==> config.mk <==
export PLATFORM = sky130hd
export DESIGN_NAME = im2col_addr_gen
export DESIGN_NICKNAME = d
export VERILOG_FILES = /design/src/rtl/im2col_addr_gen.sv
export SDC_FILE = /design/constraint.sdc
export NUM_CORES = 1
export LEC_CHECK = 0
export CAP_MARGIN = 10
export CELL_PAD_IN_SITES_DETAIL_PLACEMENT = 2
export CELL_PAD_IN_SITES_GLOBAL_PLACEMENT = 2
export CORE_MARGIN = 10
export CORE_UTILIZATION = 40
export CTS_CLUSTER_SIZE = 14
export DETAILED_ROUTE_END_ITERATION = 16
export PLACE_DENSITY_LB_ADDON = 0.1
export REMOVE_ABC_BUFFERS = 1
export SYNTH_ARGS = -nofsm -noshare
export SYNTH_HDL_FRONTEND = slang
export SYNTH_SLANG_ARGS = --single-unit
==> constraint.sdc <==
create_clock -name clk -period 11 [get_ports clk]
set_input_delay 2.2 -clock clk [delete_from_list [all_inputs] [get_ports clk]]
set_output_delay 2.2 -clock clk [all_outputs]
set_load 0.05 [all_outputs]
==> src/rtl/im2col_addr_gen.sv <==
// im2col address generator.
// Walks a T x T x C tensor with a K x K window at stride S over N x N output
// positions and emits one tensor element address per beat. Each im2col row
// (one output position) holds L = K*K*C data beats and is then padded with
// pad beats up to a multiple of S2P lanes.
// Ports:
//   clk, rstn            clock, asynchronous active-low reset
//   start, para_en       run request (honoured only in IDLE with para_en high)
//   tensor_size (T), kernel_size (K), stride (S), channels (C), ofs (N-1)
//   addr, addr_valid     beat address / valid (addr is 0 on pad beats)
//   addr_ready           downstream accept
//   pad, row_last, last  beat is padding / final beat of row / final beat of run
//   busy, done           high in LOAD and RUN / one-cycle end-of-run pulse

`ifndef TENSOR_SIZE
`define TENSOR_SIZE 8
`endif
`ifndef KERNEL_SIZE
`define KERNEL_SIZE 4
`endif
`ifndef STRIDE_SIZE
`define STRIDE_SIZE 4
`endif
`ifndef CHANNELS_SIZE
`define CHANNELS_SIZE 8
`endif
`ifndef ADDR_SIZE
`define ADDR_SIZE 16
`endif

module im2col_addr_gen #(
    parameter int unsigned S2P = 8
) (
    input  logic                       clk,
    input  logic                       rstn,
    input  logic                       start,
    input  logic                       para_en,
    input  logic [`TENSOR_SIZE-1:0]    tensor_size,
    input  logic [`KERNEL_SIZE-1:0]    kernel_size,
    input  logic [`STRIDE_SIZE-1:0]    stride,
    input  logic [`CHANNELS_SIZE-1:0]  channels,
    input  logic [`TENSOR_SIZE-1:0]    ofs,
    output logic [`ADDR_SIZE-1:0]      addr,
    output logic                       addr_valid,
    input  logic                       addr_ready,
    output logic                       pad,
    output logic                       row_last,
    output logic                       last,
    output logic                       busy,
    output logic                       done
);

    localparam int unsigned TW = `TENSOR_SIZE;
    localparam int unsigned KW = `KERNEL_SIZE;
    localparam int unsigned SW = `STRIDE_SIZE;
    localparam int unsigned CW = `CHANNELS_SIZE;
    localparam int unsigned AW = `ADDR_SIZE;
    // Row length including padding; one spare bit for the round-up.
    localparam int unsigned LW = 2 * KW + CW + 1;

    typedef enum logic [1:0] {StIdle, StLoad, StRun, StDone} state_e;

    state_e          state_q;
    logic [TW-1:0]   t_q, n1_q, ox_q, oy_q;
    logic [KW-1:0]   k_q, kc_q, kr_q;
    logic [SW-1:0]   s_q;
    logic [CW-1:0]   c_q, ch_q;
    logic [AW-1:0]   tt_q, ts_q;
    logic [LW-1:0]   len_q, tot_q, beat_q;
    // pos: oy*S*T + ox*S; oyb: oy*S*T; chp: pos + c*T*T; rowp: chp + kr*T
    logic [AW-1:0]   pos_q, oyb_q, chp_q, rowp_q;

    logic [LW-1:0]   len_w, rem_w, tot_w;
    logic [TW-1:0]   ox_d, oy_d;
    logic [KW-1:0]   kc_d, kr_d;
    logic [CW-1:0]   ch_d;
    logic [LW-1:0]   beat_d;
    logic [AW-1:0]   pos_d, oyb_d, chp_d, rowp_d, addr_d;
    logic            pad_d, row_last_d, last_d;

    // Row geometry from the captured parameters; only used in LOAD.
    always_comb begin
        len_w = LW'(k_q) * LW'(k_q) * LW'(c_q);
        rem_w = len_w % LW'(S2P);
        tot_w = (rem_w == '0) ? len_w : len_w + LW'(S2P) - rem_w;
    end

    // Next beat after a transfer in RUN, built only from adds of base registers.
    always_comb begin
        beat_d = beat_q + LW'(1);
        kc_d   = kc_q;
        kr_d   = kr_q;
        ch_d   = ch_q;
        ox_d   = ox_q;
        oy_d   = oy_q;
        pos_d  = pos_q;
        oyb_d  = oyb_q;
        chp_d  = chp_q;
        rowp_d = rowp_q;
        addr_d = addr;
        pad_d  = 1'b0;
        if (beat_q == tot_q - LW'(1)) begin
            // Row done: step to the next output position.
            beat_d = '0;
            kc_d   = '0;
            kr_d   = '0;
            ch_d   = '0;
            if (ox_q == n1_q) begin
                ox_d  = '0;
                oy_d  = oy_q + TW'(1);
                oyb_d = oyb_q + ts_q;
                pos_d = oyb_q + ts_q;
            end else begin
                ox_d  = ox_q + TW'(1);
                pos_d = pos_q + AW'(s_q);
            end
            chp_d  = pos_d;
            rowp_d = pos_d;
            addr_d = pos_d;
        end else if (beat_d >= len_q) begin
            pad_d  = 1'b1;
            addr_d = '0;
        end else if (kc_q != k_q - KW'(1)) begin
            kc_d   = kc_q + KW'(1);
            addr_d = addr + AW'(1);
        end else if (kr_q != k_q - KW'(1)) begin
            kc_d   = '0;
            kr_d   = kr_q + KW'(1);
            rowp_d = rowp_q + AW'(t_q);
            addr_d = rowp_d;
        end else begin
            kc_d   = '0;
            kr_d   = '0;
            ch_d   = ch_q + CW'(1);
            chp_d  = chp_q + tt_q;
            rowp_d = chp_d;
            addr_d = chp_d;
        end
        row_last_d = (beat_d == tot_q - LW'(1));
        last_d     = row_last_d && (ox_d == n1_q) && (oy_d == n1_q);
    end

    always_ff @(posedge clk or negedge rstn) begin
        if (!rstn) begin
            state_q    <= StIdle;
            t_q        <= '0;
            k_q        <= '0;
            s_q        <= '0;
            c_q        <= '0;
            n1_q       <= '0;
            tt_q       <= '0;
            ts_q       <= '0;
            len_q      <= '0;
            tot_q      <= '0;
            beat_q     <= '0;
            kc_q       <= '0;
            kr_q       <= '0;
            ch_q       <= '0;
            ox_q       <= '0;
            oy_q       <= '0;
            pos_q      <= '0;
            oyb_q      <= '0;
            chp_q      <= '0;
            rowp_q     <= '0;
            addr       <= '0;
            addr_valid <= 1'b0;
            pad        <= 1'b0;
            row_last   <= 1'b0;
            last       <= 1'b0;
            busy       <= 1'b0;
            done       <= 1'b0;
        end else begin
            done <= 1'b0;
            case (state_q)
                StIdle: begin
                    if (start && para_en) begin
                        t_q     <= tensor_size;
                        k_q     <= kernel_size;
                        s_q     <= stride;
                        c_q     <= channels;
                        n1_q    <= ofs;
                        busy    <= 1'b1;
                        state_q <= StLoad;
                    end
                end
                StLoad: begin
                    tt_q   <= AW'(t_q) * AW'(t_q);
                    ts_q   <= AW'(t_q) * AW'(s_q);
                    len_q  <= len_w;
                    tot_q  <= tot_w;
                    beat_q <= '0;
                    kc_q   <= '0;
                    kr_q   <= '0;
                    ch_q   <= '0;
                    ox_q   <= '0;
                    oy_q   <= '0;
                    pos_q  <= '0;
                    oyb_q  <= '0;
                    chp_q  <= '0;
                    rowp_q <= '0;
                    if (k_q == '0 || c_q == '0) begin
                        busy    <= 1'b0;
                        done    <= 1'b1;
                        state_q <= StDone;
                    end else begin
                        addr       <= '0;
                        pad        <= 1'b0;
                        row_last   <= (tot_w == LW'(1));
                        last       <= (tot_w == LW'(1)) && (n1_q == '0);
                        addr_valid <= 1'b1;
                        state_q    <= StRun;
                    end
                end
                StRun: begin
                    if (addr_ready) begin
                        if (last) begin
                            addr       <= '0;
                            addr_valid <= 1'b0;
                            pad        <= 1'b0;
                            row_last   <= 1'b0;
                            last       <= 1'b0;
                            busy       <= 1'b0;
                            done       <= 1'b1;
                            state_q    <= StDone;
                        end else begin
                            beat_q   <= beat_d;
                            kc_q     <= kc_d;
                            kr_q     <= kr_d;
                            ch_q     <= ch_d;
                            ox_q     <= ox_d;
                            oy_q     <= oy_d;
                            pos_q    <= pos_d;
                            oyb_q    <= oyb_d;
                            chp_q    <= chp_d;
                            rowp_q   <= rowp_d;
                            addr     <= addr_d;
                            pad      <= pad_d;
                            row_last <= row_last_d;
                            last     <= last_d;
                        end
                    end
                end
                StDone: begin
                    state_q <= StIdle;
                end
                default: begin
                    state_q <= StIdle;
                end
            endcase
        end
    end

endmodule

==> results of run 1 <==
## layout by cell type, fill, tap and decap left out, types with 7 or more instances in the layout
| master | instances |
|---|---|
| o21ai_1 | 14 |
| bufinv_16 | 8 |
| nor2_1 | 157 |
| nand4_1 | 13 |
| o21a_1 | 11 |
| fa_1 | 70 |
| nor3_1 | 40 |
| o211ai_1 | 14 |
| o21ai_0 | 157 |
| xnor3_1 | 8 |
| a31oi_1 | 11 |
| a21o_1 | 36 |
| clkbuf_16 | 31 |
| and3_1 | 31 |
| xnor2_1 | 95 |
| and2_1 | 86 |
| mux2i_1 | 14 |
| buf_4 | 13 |
| a211oi_1 | 15 |
| nand3_1 | 76 |
| inv_1 | 174 |
| a21oi_1 | 115 |
| or4_1 | 7 |
| nor3b_1 | 7 |
| nor4_1 | 11 |
| xor2_1 | 80 |
| a22o_1 | 24 |
| nor2b_1 | 17 |
| ha_1 | 164 |
| or3_1 | 13 |
| dfrtp_1 | 221 |
| clkdlybuf4s50_1 | 57 |
| nand2_1 | 273 |
| o21bai_1 | 18 |
| o31ai_1 | 19 |
| or2_2 | 8 |
| mux2_2 | 64 |
| nand3b_1 | 9 |
| o2111ai_1 | 10 |
| nand2b_1 | 9 |
## stage by stage
stage          cells  util [%]  setup slack, ns  instance area (um^2)  hold WS, ns
2_1_floorplan   2187         -             4.14                 19300        0.443
3_3_place_gp    2923      42.6             3.46                 20800        0.457
3_5_place_dp    2923      42.6             3.13                 20800        0.467
4_1_cts         2980      45.0             3.10                 22000        0.485
5_1_grt         2980      45.0             2.42                 22000        0.509
6_report        2980      45.0             3.09                 22000        0.482
## metal layers
metal  routed length (um)  share of wire [%]
met1                29000                 42
met4                 2520                3.6
met3                 1830                2.6
met2                36300                 52
met5                    0                  0
## state kept, by name, indices dropped and copies added, names as in the netlist, 2 cells and up
signal / flops
chp_q: 16
ox_q: 8
kc_q: 4
addr: 16
tot_q: 17
rowp_q: 16
beat_q: 17
oy_q: 8
len_q: 16
c_q: 8
oyb_q: 16
tt_q: 15
state_q: 2
n1_q: 8
pos_q: 16
t_q: 8
s_q: 4
ts_q: 12
k_q: 4
kr_q: 4
## layout make-up
type | count | area [um^2] | area share [%]
multi-input combinational | 1791 | 13100 | 59.6
sequential | 221 | 5530 | 25.1
clock buffer | 41 | 873 | 3.97
tap | 664 | 831 | 3.78
timing repair buffer | 72 | 703 | 3.20
inverter | 175 | 657 | 2.99
clock inverter | 16 | 290 | 1.32
## critical path: cells and delay by family (launching register included)
family | cells | cell delay (ns)
flops | 1 | 0.69
fa+ha+maj | 7 | 2.96
xor+xnor | 2 | 0.36
simple gates | 4 | 0.96
mux | 1 | 0.27
compound gates | 10 | 2.13
buf+inv | 6 | 0.40
## worst max path at each step
stage / start / end / slack (ns) / cells past startpoint
after floorplan: k_q[0] / tot_q[15] / 4.14 / 30
after global placement: k_q[0] / tot_q[15] / 3.46 / 30
after detailed placement: k_q[0] / tot_q[15] / 3.13 / 30
after CTS: k_q[0] / tot_q[15] / 3.10 / 30
after global routing: k_q[0] / tot_q[15] / 2.42 / 27
final: k_q[0] / tot_q[15] / 3.09 / 30
## cells by family (layout without fill, tap and decap cells)
| logic type | count (synthesis) | after routing | share of synthesized area [%] |
|---|---|---|---|
| AO/OA/AOI/OAI | 516 | 516 | 16.6 |
| XOR/XNOR | 184 | 184 | 8.82 |
| adder cells (fa/ha/maj) | 236 | 236 | 17.7 |
| buffers and inverters | 284 | 304 | 5.49 |
| flip-flops | 221 | 221 | 28.1 |
| multiplexers | 78 | 78 | 4.37 |
| AND/OR/NAND/NOR | 777 | 777 | 19.0 |
==> run summary, run 1 <==
status: completed
CTS tree: built
worst slew margin relative to its limit: 18.4%
total CTS buffers: 31
Site Rows: 81
Die Wd: 242 um
gpl congestion: 0.845
Max Cap Viol: 0
hold buffer count at CTS: 0
H-tree depth: 1
post-synthesis sequential area ratio: 28.1%
Total GRT Usage: 23.6%
CTS Root Cell: clkbuf_16
Worst EP required: 11.52 ns
DP Wirelength: 52300 um
share of flip-flops with an asynchronous set or reset: 100%
DR vias: 17200
EDFF count, synth: 0
Synth Instances: 2296
commonest register cell after synthesis: dfrtp_1
post-synth top area share: 28.1%
HP Class: flip-flop to flip-flop
layout cell share with drive strength beyond 1: 6.74%
Ys Warns: 0
clock sink count: 221
Reg2Reg Depth: 30
Post-synth top cells: nand2_1 (273), dfrtp_1 (221), inv_1 (174), ha_1 (166)
Final Max Tran Viols: 0
synthesized flop and latch total: 221
hold path start: chp_q[13]
Max Root-Sink Buffers: 3
Core ar.: 0.0488 mm^2
GR Layer Usage met1: 27.9%
IO Port Bufs: 58
Synth cell types: 79
Starting DRT DRC Count: 787
Critical Path AT: 8.42 ns
global routing met2 resource utilization: 43.5%
io pins: 59
worst skew pair latency: 0.60 ns
Routed Antenna Nets: 0
dominant cells by area after synthesis: dfrtp_1 (28%), ha_1 (11%), fa_1 (7.1%), nand2_1 (5.2%), xnor2_1 (4.2%)
Final Skew: 0.0190 ns
first-pass GRT wire length: 112000 um
drt drc: 0
GRT Residual Overflow: 0
cts repair resizes: 0
most used cell, CP: inv_1
worst-path fanout max: 16
Post-Syn Area per Cell: 8.58 um^2
Tmin final: 7.91 ns
per-cell routed wire length: 23.4 um
GR Layer Usage met3: 2.39%
pin count of the biggest net entering global routing: 117
post-route clock period utilization: 71.9%
r2r endpoint: tot_q[15]
initial antenna violation count: 0
most common cell in the netlist: nand2_1
Setup crit end kind: flip-flop
final hold violations: 0
ANT cells: 0
Cell Area, Synth: 0.0197 mm^2
area delta synth->final: 11.6%
Slew @ Worst Pin: 1.22 ns
Die Area: 0.0585 mm^2
Die Height: 242 um
busiest grt layer: met2
Hold Path Cell Cnt: 2
Hold Crit Endpoint: chp_q[13]
max incr delay on CP: 0.69 ns
critical path type: flip-flop to flip-flop
worst r2r src: k_q[0]
Crit-path slowest cell: dfrtp_1
Starting Density: 40.3%
R2R Setup Slk: 3.09 ns
Sum Neg Setup Slack: 0 ns
nets: 2565
Achievable Freq: 126 MHz
clock slew at reported path FFs: 0.06 ns
DR vias/cell: 5.77
fillers: 5421
1st-pass router iterations: 5
RSZ-0062 raised after global routing: false
CP startpoint kind: flip-flop
final setup fails: 0
area leader, netlist: dfrtp_1
vias in the first global route: 19500
DRT Wirelength: 69600 um
Post-CTS Setup Bufs: 0
Power of run 1 is left out: the tool's default activity adds up to more than one toggle a clock period on the data nets, which glitch-free logic cannot reach.
==> inputs of run 2 (changes only) <==
==> constraint.sdc (replaced) <==
create_clock -name clk -period 8.2 [get_ports clk]
set_input_delay 1.64 -clock clk [delete_from_list [all_inputs] [get_ports clk]]
set_output_delay 1.64 -clock clk [all_outputs]
set_load 0.05 [all_outputs]
==> run 2 against run 1 <==
Cell count did not move. Wire length fell by 1.5%. Cell area barely moved. Sequential cell count did not move. Critical path depth fell by 1. Register-to-register slack got worse by 2.5 ns. Critical endpoint is now tot_q[16]. Largest cell class unchanged.
==> run summary, run 2 (same netlist as run 1, synthesis figures left out) <==
status: completed
critical path type: flip-flop to flip-flop
final hold slack: 0.485 ns (+0.00242 ns)
1st-pass router iterations: 5 (unchanged)
Final Max Tran Viols: 0 (unchanged)
r2r endpoint: tot_q[16]
Routed Antenna Nets: 0 (unchanged)
final hold violations: 0 (unchanged)
CP startpoint kind: flip-flop
GRT Residual Overflow: 0 (unchanged)
DRT Wirelength: 68600 um (-1.5%)
first-pass GRT wire length: 110000 um (-1.5%)
Worst EP required: 8.69 ns (-2.83 ns)
worst r2r src: k_q[1]
Slew @ Worst Pin: 1.18 ns (-0.0386 ns)
Hold Path Cell Cnt: 2 (unchanged)
ANT cells: 0 (unchanged)
CTS tree: built
pin count of the biggest net entering global routing: 130 (+11%)
R2R Setup Slk: 0.63 ns (-2.46 ns)
Setup crit end kind: flip-flop
Die Height: 242 um (unchanged)
worst skew pair latency: 0.59 ns (about the same)
Reg2Reg Depth: 29 (-3.3%)
Site Rows: 81 (unchanged)
cts repair resizes: 0 (unchanged)
Final Skew: 0.0152 ns (-0.00388 ns)
final setup fails: 0 (unchanged)
most frequent cells in the layout: nand2_1 (273), dfrtp_1 (219), inv_1 (174), ha_1 (164)
CTS Root Cell: clkbuf_16
Crit-path slowest cell: a2111oi_0
Achievable Freq: 132 MHz (+4.5%)
gpl congestion: 0.858 (+1.5%)
DP Wirelength: 52100 um (-0.42%)
HP Class: flip-flop to flip-flop
biggest regs: beat_q (17), tot_q (17)
post-route clock period utilization: 92.3% (+20 points)
io pins: 59 (unchanged)
Final Cell Area: 0.0220 mm^2 (about the same)
hold path start: pos_q[0]
Max Root-Sink Buffers: 3 (unchanged)
fillers: 5399 (-0.41%)
vias in the first global route: 19100 (-1.6%)
total CTS buffers: 30 (-3.2%)
DR vias/cell: 5.73 (-0.76%)
most used cell, CP: inv_1
layout cell share with drive strength beyond 1: 6.99% (+0.26 points)
Starting DRT DRC Count: 760 (-3.4%)
worst path bufs/invs: 7 (+1)
per-cell routed wire length: 23.0 um (-1.5%)
Total GRT Usage: 23.2% (-0.41 points)
hold buffer count at CTS: 0 (unchanged)
RSZ-0062 raised after global routing: false
worst slew margin relative to its limit: 21.0% (+2.6 points)
commonest non-fill, non-tap cell in the layout: nand2_1
initial antenna violation count: 1 (+1)
Critical Path AT: 8.05 ns (-0.37 ns)
placed inst area: 0.0208 mm^2 (about the same)
IO Port Bufs: 58 (unchanged)
Post-CTS Setup Bufs: 0 (unchanged)
max incr delay on CP: 0.75 ns (+0.06 ns)
DR vias: 17100 (-0.76%)
clock slew at reported path FFs: 0.06 ns (about the same)
area delta synth->final: 11.6% (about the same)
H-tree depth: 1 (unchanged)
drt drc: 0 (unchanged)
nets: 2566 (+0.039%)
worst-path fanout max: 9 (-7)
Tmin final: 7.57 ns (-0.340 ns)
Sum Neg Setup Slack: 0 ns (unchanged)
Core ar.: 0.0488 mm^2 (unchanged)
Max Cap Viol: 0 (unchanged)
Die Area: 0.0585 mm^2 (unchanged)
Top delay family on crit path: adder cells
clock sink count: 221 (unchanged)
Die Wd: 242 um (unchanged)
Starting Density: 40.3% (unchanged)
Hold Crit Endpoint: pos_q[0]
## run 2: worst max path at each step
stage | startpoint | to | slack [ns] | cells after the start
finish | k_q[1] | tot_q[16] | 0.63 | 29
detailed placement | k_q[1] | tot_q[15] | 0.43 | 30
global route | k_q[1] | tot_q[15] | 0.07 | 30
floorplan | k_q[0] | tot_q[15] | 1.34 | 30
CTS | k_q[1] | tot_q[15] | 0.40 | 30
global placement | k_q[1] | tot_q[15] | 0.86 | 30
## run 2: worst min-delay path: cells and delay by family, from the launching register on
family | cells | cell delay [ns]
AND/OR/NAND/NOR | 2 | 0.10
flip-flops | 1 | 0.35
## run 2: layer usage
layer  track usage, %  part of all wire (%)
met5                0                     0
met4             8.40                   3.4
met3             2.29                   2.7
met2             42.9                    52
met1             27.4                    42
## run 2: final cells by class
type / count / area, um^2 / area share [%]
Timing Repair Buffer: 74 / 718 / 3.27
Inverter: 175 / 657 / 2.99
Clock inverter: 14 / 231 / 1.05
Sequential cell: 221 / 5530 / 25.2
Tap cell: 664 / 831 / 3.78
Clock buffer: 41 / 893 / 4.06
Multi-Input combinational cell: 1791 / 13100 / 59.7
## run 2: stage by stage
step,setup WS [ns],util (%),instances
finish,0.634,45.0,2980
global route,0.0660,45.0,2980
CTS,0.400,45.0,2980
detailed placement,0.428,42.7,2925
global placement,0.863,42.7,2925
floorplan,1.34,-,2187
Power of run 2 is left out for the same reason.
